**src/rtl/fetch_pkg.sv**
```systemverilog
// Shared types and constants for the instruction-fetch front end.
// Pure declarations, no logic or latency.
// No flow control lives here.
package fetch_pkg;

  // Fetch sequencer states: idle, request outstanding, or draining a flushed request.
  typedef enum logic [1:0] {
    S_IDLE = 2'd0,
    S_WAIT = 2'd1,
    S_DROP = 2'd2
  } fetch_state_t;

  // One buffered fetch result: the address it came from and the instruction word.
  typedef struct packed {
    logic [31:0] pc;
    logic [31:0] instr;
  } fetch_entry_t;

  // addi x0,x0,0 - a harmless bubble filler.
  localparam logic [31:0] NOP_INSTR = 32'h00000013;

endpackage

```
**src/rtl/fetch_fifo.sv**
```systemverilog
// Circular fetch queue holding fetch_entry_t results for decode.
// Head visible combinationally; push lands at the next edge.
// Caller must not push when full; clear wins over push and pop.
module fetch_fifo
  import fetch_pkg::*;
#(
  parameter int DEPTH = 2,
  localparam int PW = $clog2(DEPTH),
  localparam int CW = PW + 1
) (
  input  logic         clk_i,
  input  logic         rst_i,
  input  logic         push_i,
  input  fetch_entry_t data_i,
  input  logic         pop_i,
  input  logic         clear_i,
  output logic         full_o,
  output logic         empty_o,
  output logic [CW-1:0] count_o,
  output fetch_entry_t head_o
);

  fetch_entry_t  mem_q [DEPTH];
  logic [PW-1:0] wr_q, wr_d;
  logic [PW-1:0] rd_q, rd_d;
  logic [CW-1:0] cnt_q, cnt_d;

  // Pointer and occupancy next-state; pointers wrap naturally since DEPTH is a power of two.
  always_comb begin
    wr_d  = wr_q;
    rd_d  = rd_q;
    cnt_d = cnt_q;
    if (clear_i) begin
      wr_d  = '0;
      rd_d  = '0;
      cnt_d = '0;
    end else begin
      if (push_i) wr_d = wr_q + 1'b1;
      if (pop_i)  rd_d = rd_q + 1'b1;
      if (push_i && !pop_i)      cnt_d = cnt_q + 1'b1;
      else if (pop_i && !push_i) cnt_d = cnt_q - 1'b1;
    end
  end

  // Pointer and occupancy registers.
  always_ff @(posedge clk_i or posedge rst_i) begin
    if (rst_i) begin
      wr_q  <= '0;
      rd_q  <= '0;
      cnt_q <= '0;
    end else begin
      wr_q  <= wr_d;
      rd_q  <= rd_d;
      cnt_q <= cnt_d;
    end
  end

  // Entry storage; contents need no reset because emptiness masks them.
  always_ff @(posedge clk_i) begin
    if (push_i && !clear_i) mem_q[wr_q] <= data_i;
  end

  assign full_o  = (cnt_q == CW'(DEPTH));
  assign empty_o = (cnt_q == '0);
  assign count_o = cnt_q;
  assign head_o  = mem_q[rd_q];

  // The sequencer only issues with a free slot, so a push can never meet a full queue.
  a_no_overflow: assert property (@(posedge clk_i) disable iff (rst_i) !(push_i && full_o && !clear_i));

endmodule

```
**src/rtl/fetch_unit.sv**
```systemverilog
// Fetch front end: issues one IMEM request at a time and queues results for decode.
// IF_VALID rises the cycle after IMEM_ACK; at most one request per two cycles.
// Stops issuing while the queue is full; FLUSH discards queued and in-flight work.
module fetch_unit
  import fetch_pkg::*;
#(
  parameter int DEPTH = 2
) (
  input  logic        CLK,
  input  logic        RST,
  input  logic [31:0] PC_CUR,
  output logic        PC_WRITE,
  input  logic        FLUSH,
  output logic        IMEM_REQ,
  output logic [31:0] IMEM_ADDR,
  input  logic        IMEM_ACK,
  input  logic [31:0] IMEM_RDATA,
  output logic        IF_VALID,
  output logic [31:0] IF_INSTR,
  output logic [31:0] IF_PC,
  input  logic        ID_READY
);

  localparam int CW = $clog2(DEPTH) + 1;

  fetch_state_t  state_q, state_d;
  logic [31:0]   req_pc_q, req_pc_d;
  logic          issue, push, pop;
  logic          q_full, q_empty;
  logic [CW-1:0] q_count;
  fetch_entry_t  q_head, q_in;

  // Sequencer state and the PC of the outstanding request.
  always_ff @(posedge CLK or posedge RST) begin
    if (RST) begin
      state_q  <= S_IDLE;
      req_pc_q <= '0;
    end else begin
      state_q  <= state_d;
      req_pc_q <= req_pc_d;
    end
  end

  // Next-state and issue/push decisions; an ACK outside S_WAIT carries nothing we want.
  always_comb begin
    state_d  = state_q;
    req_pc_d = req_pc_q;
    issue    = 1'b0;
    push     = 1'b0;
    unique case (state_q)
      S_IDLE: begin
        if (!FLUSH && !q_full) begin
          issue    = 1'b1;
          req_pc_d = PC_CUR;
          state_d  = S_WAIT;
        end
      end
      S_WAIT: begin
        if (IMEM_ACK) begin
          push    = !FLUSH;
          state_d = S_IDLE;
        end else if (FLUSH) begin
          state_d = S_DROP;
        end
      end
      S_DROP: begin
        if (IMEM_ACK) state_d = S_IDLE;
      end
      default: state_d = S_IDLE;
    endcase
  end

  assign pop          = IF_VALID && ID_READY && !FLUSH;
  assign q_in.pc      = req_pc_q;
  assign q_in.instr   = IMEM_RDATA;

  fetch_fifo #(.DEPTH(DEPTH)) u_fifo (
    .clk_i   (CLK),
    .rst_i   (RST),
    .push_i  (push),
    .data_i  (q_in),
    .pop_i   (pop),
    .clear_i (FLUSH),
    .full_o  (q_full),
    .empty_o (q_empty),
    .count_o (q_count),
    .head_o  (q_head)
  );

  // Request strobe and PC enable are squashed during reset so the PC never moves then.
  assign IMEM_REQ  = issue && !RST;
  assign PC_WRITE  = (issue || FLUSH) && !RST;
  assign IMEM_ADDR = PC_CUR;

  // Head is masked to zero when empty so stale storage never reaches decode.
  assign IF_VALID = (q_count != '0);
  assign IF_INSTR = q_empty ? '0 : q_head.instr;
  assign IF_PC    = q_empty ? '0 : q_head.pc;

endmodule

```
**config.mk**
```make
export PLATFORM = sky130hd
export DESIGN_NAME = fetch_unit
export DESIGN_NICKNAME = d
export VERILOG_FILES = /design/src/rtl/fetch_pkg.sv /design/src/rtl/fetch_fifo.sv /design/src/rtl/fetch_unit.sv
export SDC_FILE = /design/constraint.sdc
export NUM_CORES = 1
export LEC_CHECK = 0
export ABC_AREA = 1
export CAP_MARGIN = 20
export CORE_UTILIZATION = 49
export CTS_CLUSTER_SIZE = 28
export DETAILED_ROUTE_END_ITERATION = 16
export PLACE_DENSITY = 0.89
export SLEW_MARGIN = 20
export SYNTH_ARGS = -nofsm -noshare
export SYNTH_HDL_FRONTEND = slang
export SYNTH_SLANG_ARGS = --single-unit
```
**constraint.sdc**
```tcl
create_clock -name CLK -period 5.29 [get_ports CLK]
set_input_delay 1.3225 -clock CLK [delete_from_list [all_inputs] [get_ports CLK]]
set_output_delay 1.3225 -clock CLK [all_outputs]
set_load 0.1 [all_outputs]
```
==> results of run 1 <==
-- layer usage --
layer,GRT usage,up-vias,wire (um)
met5,0,-,0
met4,0.0633,0,115
met3,0.0468,10,798
met2,0.348,159,6970
met1,0.237,2051,5480
li1,-,2133,-
-- final cells by class --
class                      count  area [sq um]  share of cell area
clock buffer                  20           457              0.0526
tap                          176           220              0.0254
clock inverter                12           145              0.0167
sequential                   166          4800               0.553
multi-input combinational    292          1290               0.149
timing repair buffer         176          1610               0.185
inverter                      43           161              0.0186
-- cells in the final DEF (no fill, tap or decap), drive strengths merged --
cell / count
bufinv: 2
nand2: 179
dfrtp: 38
edfxtp: 128
nand3: 6
clkinv: 4
nand4: 1
nor2: 5
inv: 45
o31ai: 1
clkdlybuf4s50: 105
o21ai: 34
clkbuf: 20
clkinvlp: 4
a21oi: 66
buf: 71
-- synthesized netlist by cell type (all sizes together) --
cell	count
nor2	5
nand2	179
inv	43
nand4	1
a21oi	66
buf	56
o31ai	1
dfrtp	38
clkbuf	3
edfxtp	128
o21ai	34
nand3	6
-- critical path, cell delays in order (launching register included) --
cell and delay, ns:
dfrtp_2 0.40, inv_2 0.68, nand2_1 0.12, a21oi_1 0.21, clkdlybuf4s50_1 1.17
-- sequential cells by signal, summed over array words and instances, names as in the netlist --
name	count
req_pc_q	32
state_q	2
u_fifo.count_o	2
u_fifo.mem_q	128
u_fifo.rd_q	1
u_fifo.wr_q	1
-- stage by stage --
step	std cells	setup slack [ns]	utilization	hold slack [ns]
after global placement	853	1.45	0.610	0.450
after CTS	885	0.943	0.655	0.472
after floorplan	560	0.505	-	0.442
after detailed placement	853	1.39	0.610	0.456
final	885	0.964	0.655	0.473
after global routing	885	0.786	0.655	0.484
-- worst paths after layout --
| path | endpoint | slack, ns | startpoint | cells past startpoint |
|---|---|---|---|---|
| max in group asynchronous | u_fifo.rd_q$_DFFE_PP0P_ | 3.52 | RST | 3 |
| hold reg to reg | u_fifo.mem_q[1][32]$_DFFE_PP_ | 0.47 | req_pc_q[0]$_DFFE_PP0P_ | 0 |
| setup / recovery | IF_INSTR[26] | 0.96 | u_fifo.rd_q$_DFFE_PP0P_ | 4 |
| min in group asynchronous | u_fifo.count_o[0]$_DFFE_PP0P_ | 1.39 | RST | 3 |
| setup reg to reg | u_fifo.mem_q[0][12]$_DFFE_PP_ | 3.45 | state_q[0]$_DFFE_PP0P_ | 5 |
| hold / removal | u_fifo.mem_q[1][32]$_DFFE_PP_ | 0.47 | req_pc_q[0]$_DFFE_PP0P_ | 0 |
-- cell families after synthesis --
family | after synthesis | share of synthesized area
buffers and inverters | 102 | 0.0842
flip-flops | 166 | 0.723
AO/OA/AOI/OAI | 101 | 0.0795
AND/OR/NAND/NOR | 191 | 0.113
==> run_results.csv, run 1 <==
group,metric,value,unit
timing,finalClockSkew,0.0103,ns
floorplanning,core,13200,sq um
clock_tree,h-tree-depth,4,
floorplanning,die_x,118,um
synth,yosys_warnings,0,
synth,ys_seq_area_frac,0.723,
timing,finalCriticalPeriod,4.33,ns
synth,synth_area_leader_cell,"edfxtp_1",
status,status,"finished, final reports clean",
clock_tree,cts_made_buffers,17,
detailed_routing,routed_wirelength,13.4,mm
detailed_routing,wl_per_cell,15.1,um
timing,rsz0062_at_grt,"no",
placed_design,place_congestion,0.793,
detailed_routing,dr.pass1.iters,5,
clock_tree,cts.sinks,166,
cells_and_area,diodes,0,
cells_and_area,final_nets,765,
grt,grt-ovfl-total,0,
floorplanning,io_pins,168,
setup_path,cp-start-kind,"flip-flop",
detailed_routing,dr_total_vias,4353,
clock_tree,cts_resized,0,
cells_and_area,drive_gt1_frac,0.169,
setup_path,cp_max_fo,51,
synth,syn_area,6630,sq um
cells_and_area,synthToLayoutAreaGrowth,30.9,%
floorplanning,rows,42,
synth,yosys.cell_types.count,18,
grt,grt_max_degree,66,
clock_tree,path_clk_slew,0.06,ns
timing,setup_viol,0,
synth,post_synth.cell_area_avg,11.8,sq um
setup_path,critPathRequiredTime,3.97,ns
synth,synthTopCellsByArea,"edfxtp_1 (58%), dfrtp_1 (14%), nand2_1 (10%)",
clock_tree,hold_buffers,0,
floorplanning,initial_core_util,0.501,
detailed_routing,viasPerCell,4.92,
synth,synth_cells,560,
floorplanning,chipHeight,118,um
flow_run,cap_violations,0,
grt,antenna_found_initial,0,
timing,fmax,0.231,GHz
cells_and_area,final_area,8680,sq um
timing,hold_viol,0,
floorplanning,dieArea,14000,sq um
grt,grt_usage,0.197,
timing,finalMaxSlewViolations,0,
worst_hold_path,hp-class,"flip-flop to flip-flop",
detailed_routing,final_antenna_net_count,0,
synth,syn-num-nets,629,
clock_tree,tritoncts,"yes",
timing,relSlewSlack,0.339,
detailed_routing,drc,0,
timing,tns,0,ns
placed_design,dpl.hpwl,8.44,mm
grt,grt_pass1_vias,4260,
cells_and_area,n_fill_cell,957,
clock_tree,root_buffer,"clkbuf_16",
synth,ys_seq_elements,166,
clock_tree,worstSkewPairLatency,0.41,ns
placed_design,placedInstanceArea,8080,sq um
synth,synth_top_area_share,0.580,
placed_design,portBuffers,167,
setup_path,cp.arrival,3.00,ns
setup_path,endpoint_kind,"output pin",
clock_tree,clockBufferDepth,2,
grt,grt_first_pass_wirelength,21.0,mm
clock_tree,cts_setup_buffers,0,
detailed_routing,dr.first_iter.drc_count,281,
setup_path,worst-setup-path-type,"flip-flop to output pin",
timing,period_share,0.818,
timing,worst_pin_slew,0.988,ns
Power of run 1 is left out: the tool's default activity adds up to more than one toggle a clock period on the data nets, which glitch-free logic cannot reach.
==> run 2, diff against run 1 <==
- clock period: 5.29 -> 4.2 ns (I/O delays scaled with it)
==> run_results.csv, run 2 (synthesis results as in run 1) <==
group,metric,value,unit
status,status,"finished, final reports clean",
placed_design,place_congestion,0.816,
setup_path,critPathBufInv,3,
detailed_routing,top_layer,"met4",
cells_and_area,layout_commonest_cell,"nand2_1",
detailed_routing,wl_per_cell,15.5,um
floorplanning,core,13200,sq um
setup_path,cpLargestDelayFamily,"buffers and inverters",
floorplanning,rows,42,
detailed_routing,viasPerCell,5.03,
cells_and_area,multi_input_area,1290,sq um
clock_tree,path_clk_slew,0.06,ns
cells_and_area,largest_reg_flops,128,
timing,finalCriticalPeriod,3.60,ns
detailed_routing,dr_total_vias,4451,
clock_tree,worstSkewPairLatency,0.41,ns
setup_path,max_stage_delay,0.45,ns
floorplanning,chipHeight,118,um
setup_path,timing.rr.start,"state_q[0]$_DFFE_PP0P_",
detailed_routing,dr.first_iter.drc_count,390,
cells_and_area,final_nets,765,
setup_path,worst-setup-path-type,"primary input to output pin",
setup_path,r2r_setup_slack,2.02,ns
clock_tree,cts_made_buffers,17,
detailed_routing,dr.pass1.iters,5,
timing,period_share,0.857,
cells_and_area,layout_common_cells,"nand2_1 (176), edfxtp_1 (128), buf_4 (105), clkdlybuf4s50_1 (69), a21oi_1 (66)",
detailed_routing,final_antenna_net_count,0,
grt,grt_first_pass_wirelength,21.9,mm
setup_path,rr_endpoint,"u_fifo.mem_q[0][26]$_DFFE_PP_",
cells_and_area,n_fill_cell,1014,
floorplanning,dieArea,14000,sq um
grt,grt-ovfl-total,0,
setup_path,crit_chain,"clkdlybuf4s50_1, inv_2, nand4_4, a21oi_1, buf_12",
detailed_routing,wl_met2,6.94,mm
setup_path,cp.arrival,2.55,ns
cells_and_area,final_core_util,0.650,
timing,hold_viol,0,
cells_and_area,final-seq-area,4800,sq um
floorplanning,initial_core_util,0.501,
timing,hold_ws,0.472,ns
cells_and_area,largest_registers,"u_fifo.mem_q x128, req_pc_q x32",
worst_hold_path,hold_path.startpoint,"req_pc_q[13]$_DFFE_PP0P_",
timing,fmax,0.278,GHz
timing,relSlewSlack,0.338,
setup_path,critPathSlowestCell,"clkdlybuf4s50_1",
cells_and_area,synthToLayoutAreaGrowth,29.8,%
detailed_routing,routed_wirelength,13.7,mm
cells_and_area,regMostFlops,"u_fifo.mem_q",
clock_tree,hold_buffers,0,
clock_tree,root_buffer,"clkbuf_16",
detailed_routing,drc,0,
setup_path,endpoint_kind,"output pin",
floorplanning,die_x,118,um
timing,finalMaxSlewViolations,0,
placed_design,dpl.hpwl,8.71,mm
clock_tree,h-tree-depth,4,
worst_hold_path,min_to,"u_fifo.mem_q[1][45]$_DFFE_PP_",
detailed_routing,m1WireLength,5.80,mm
timing,setup_viol,0,
grt,grt_max_degree,66,
clock_tree,cts.sinks,166,
grt,antenna_found_initial,0,
setup_path,cp-start-kind,"primary input",
detailed_routing,wl_met3,828,um
placed_design,portBuffers,167,
timing,worst_pin_slew,0.990,ns
clock_tree,cts_resized,0,
grt,grt_usage,0.205,
floorplanning,io_pins,168,
flow_run,cap_violations,0,
cells_and_area,diodes,0,
setup_path,cp_max_fo,23,
timing,finalClockSkew,0.00589,ns
timing,rsz0062_at_grt,"no",
setup_path,ff2ff_path_depth,5,
worst_hold_path,whs_path_depth,0,
clock_tree,cts_setup_buffers,0,
cells_and_area,drive_gt1_frac,0.214,
worst_hold_path,hp-class,"flip-flop to flip-flop",
grt,grt_pass1_vias,4390,
setup_path,critPathRequiredTime,3.15,ns
clock_tree,tritoncts,"yes",
clock_tree,clockBufferDepth,2,
[run 2: worst max path at each step]
stage,from,to,slack [ns],cells past startpoint
final,FLUSH,PC_WRITE,0.60,5
after global routing,FLUSH,PC_WRITE,0.50,5
after CTS,FLUSH,PC_WRITE,0.59,5
after detailed placement,FLUSH,PC_WRITE,0.62,5
after global placement,FLUSH,PC_WRITE,0.63,5
after floorplan,FLUSH,u_fifo.mem_q[0][0]$_DFFE_PP_,-0.31,3
[run 2: cell type report]
class	instances	area share
Clock buffer	19	0.0503
Sequential cell	166	0.558
Timing Repair Buffer	176	0.177
Tap cell	176	0.0256
Clock inverter	13	0.0209
Inverter	43	0.0189
Multi-Input combinational cell	292	0.150
[run 2: stage by stage]
stage	setup WS, ns	cells	setup TNS (ns)	cell area, sq um
final	0.599	885	0	8600
after global routing	0.501	885	0	8600
after CTS	0.590	885	0	8600
after detailed placement	0.616	853	0	7990
after global placement	0.628	853	0	7990
after floorplan	-0.312	560	-39.95	6630
[run 2: metal layers]
layer	global-route usage	vias to the layer above
met4	0.0585	0
met2	0.343	170
met3	0.0569	17
met1	0.262	2142
li1	-	2122
met5	0	-
[run 2: worst register-to-register path, cell delays in order, from the launching register on]
cell and delay (ns):
dfrtp_1 0.35, inv_1 0.09, nor2_1 0.15, nand3_1 0.25
nor2_4 0.54, buf_4 0.44
Power of run 2 is left out for the same reason.
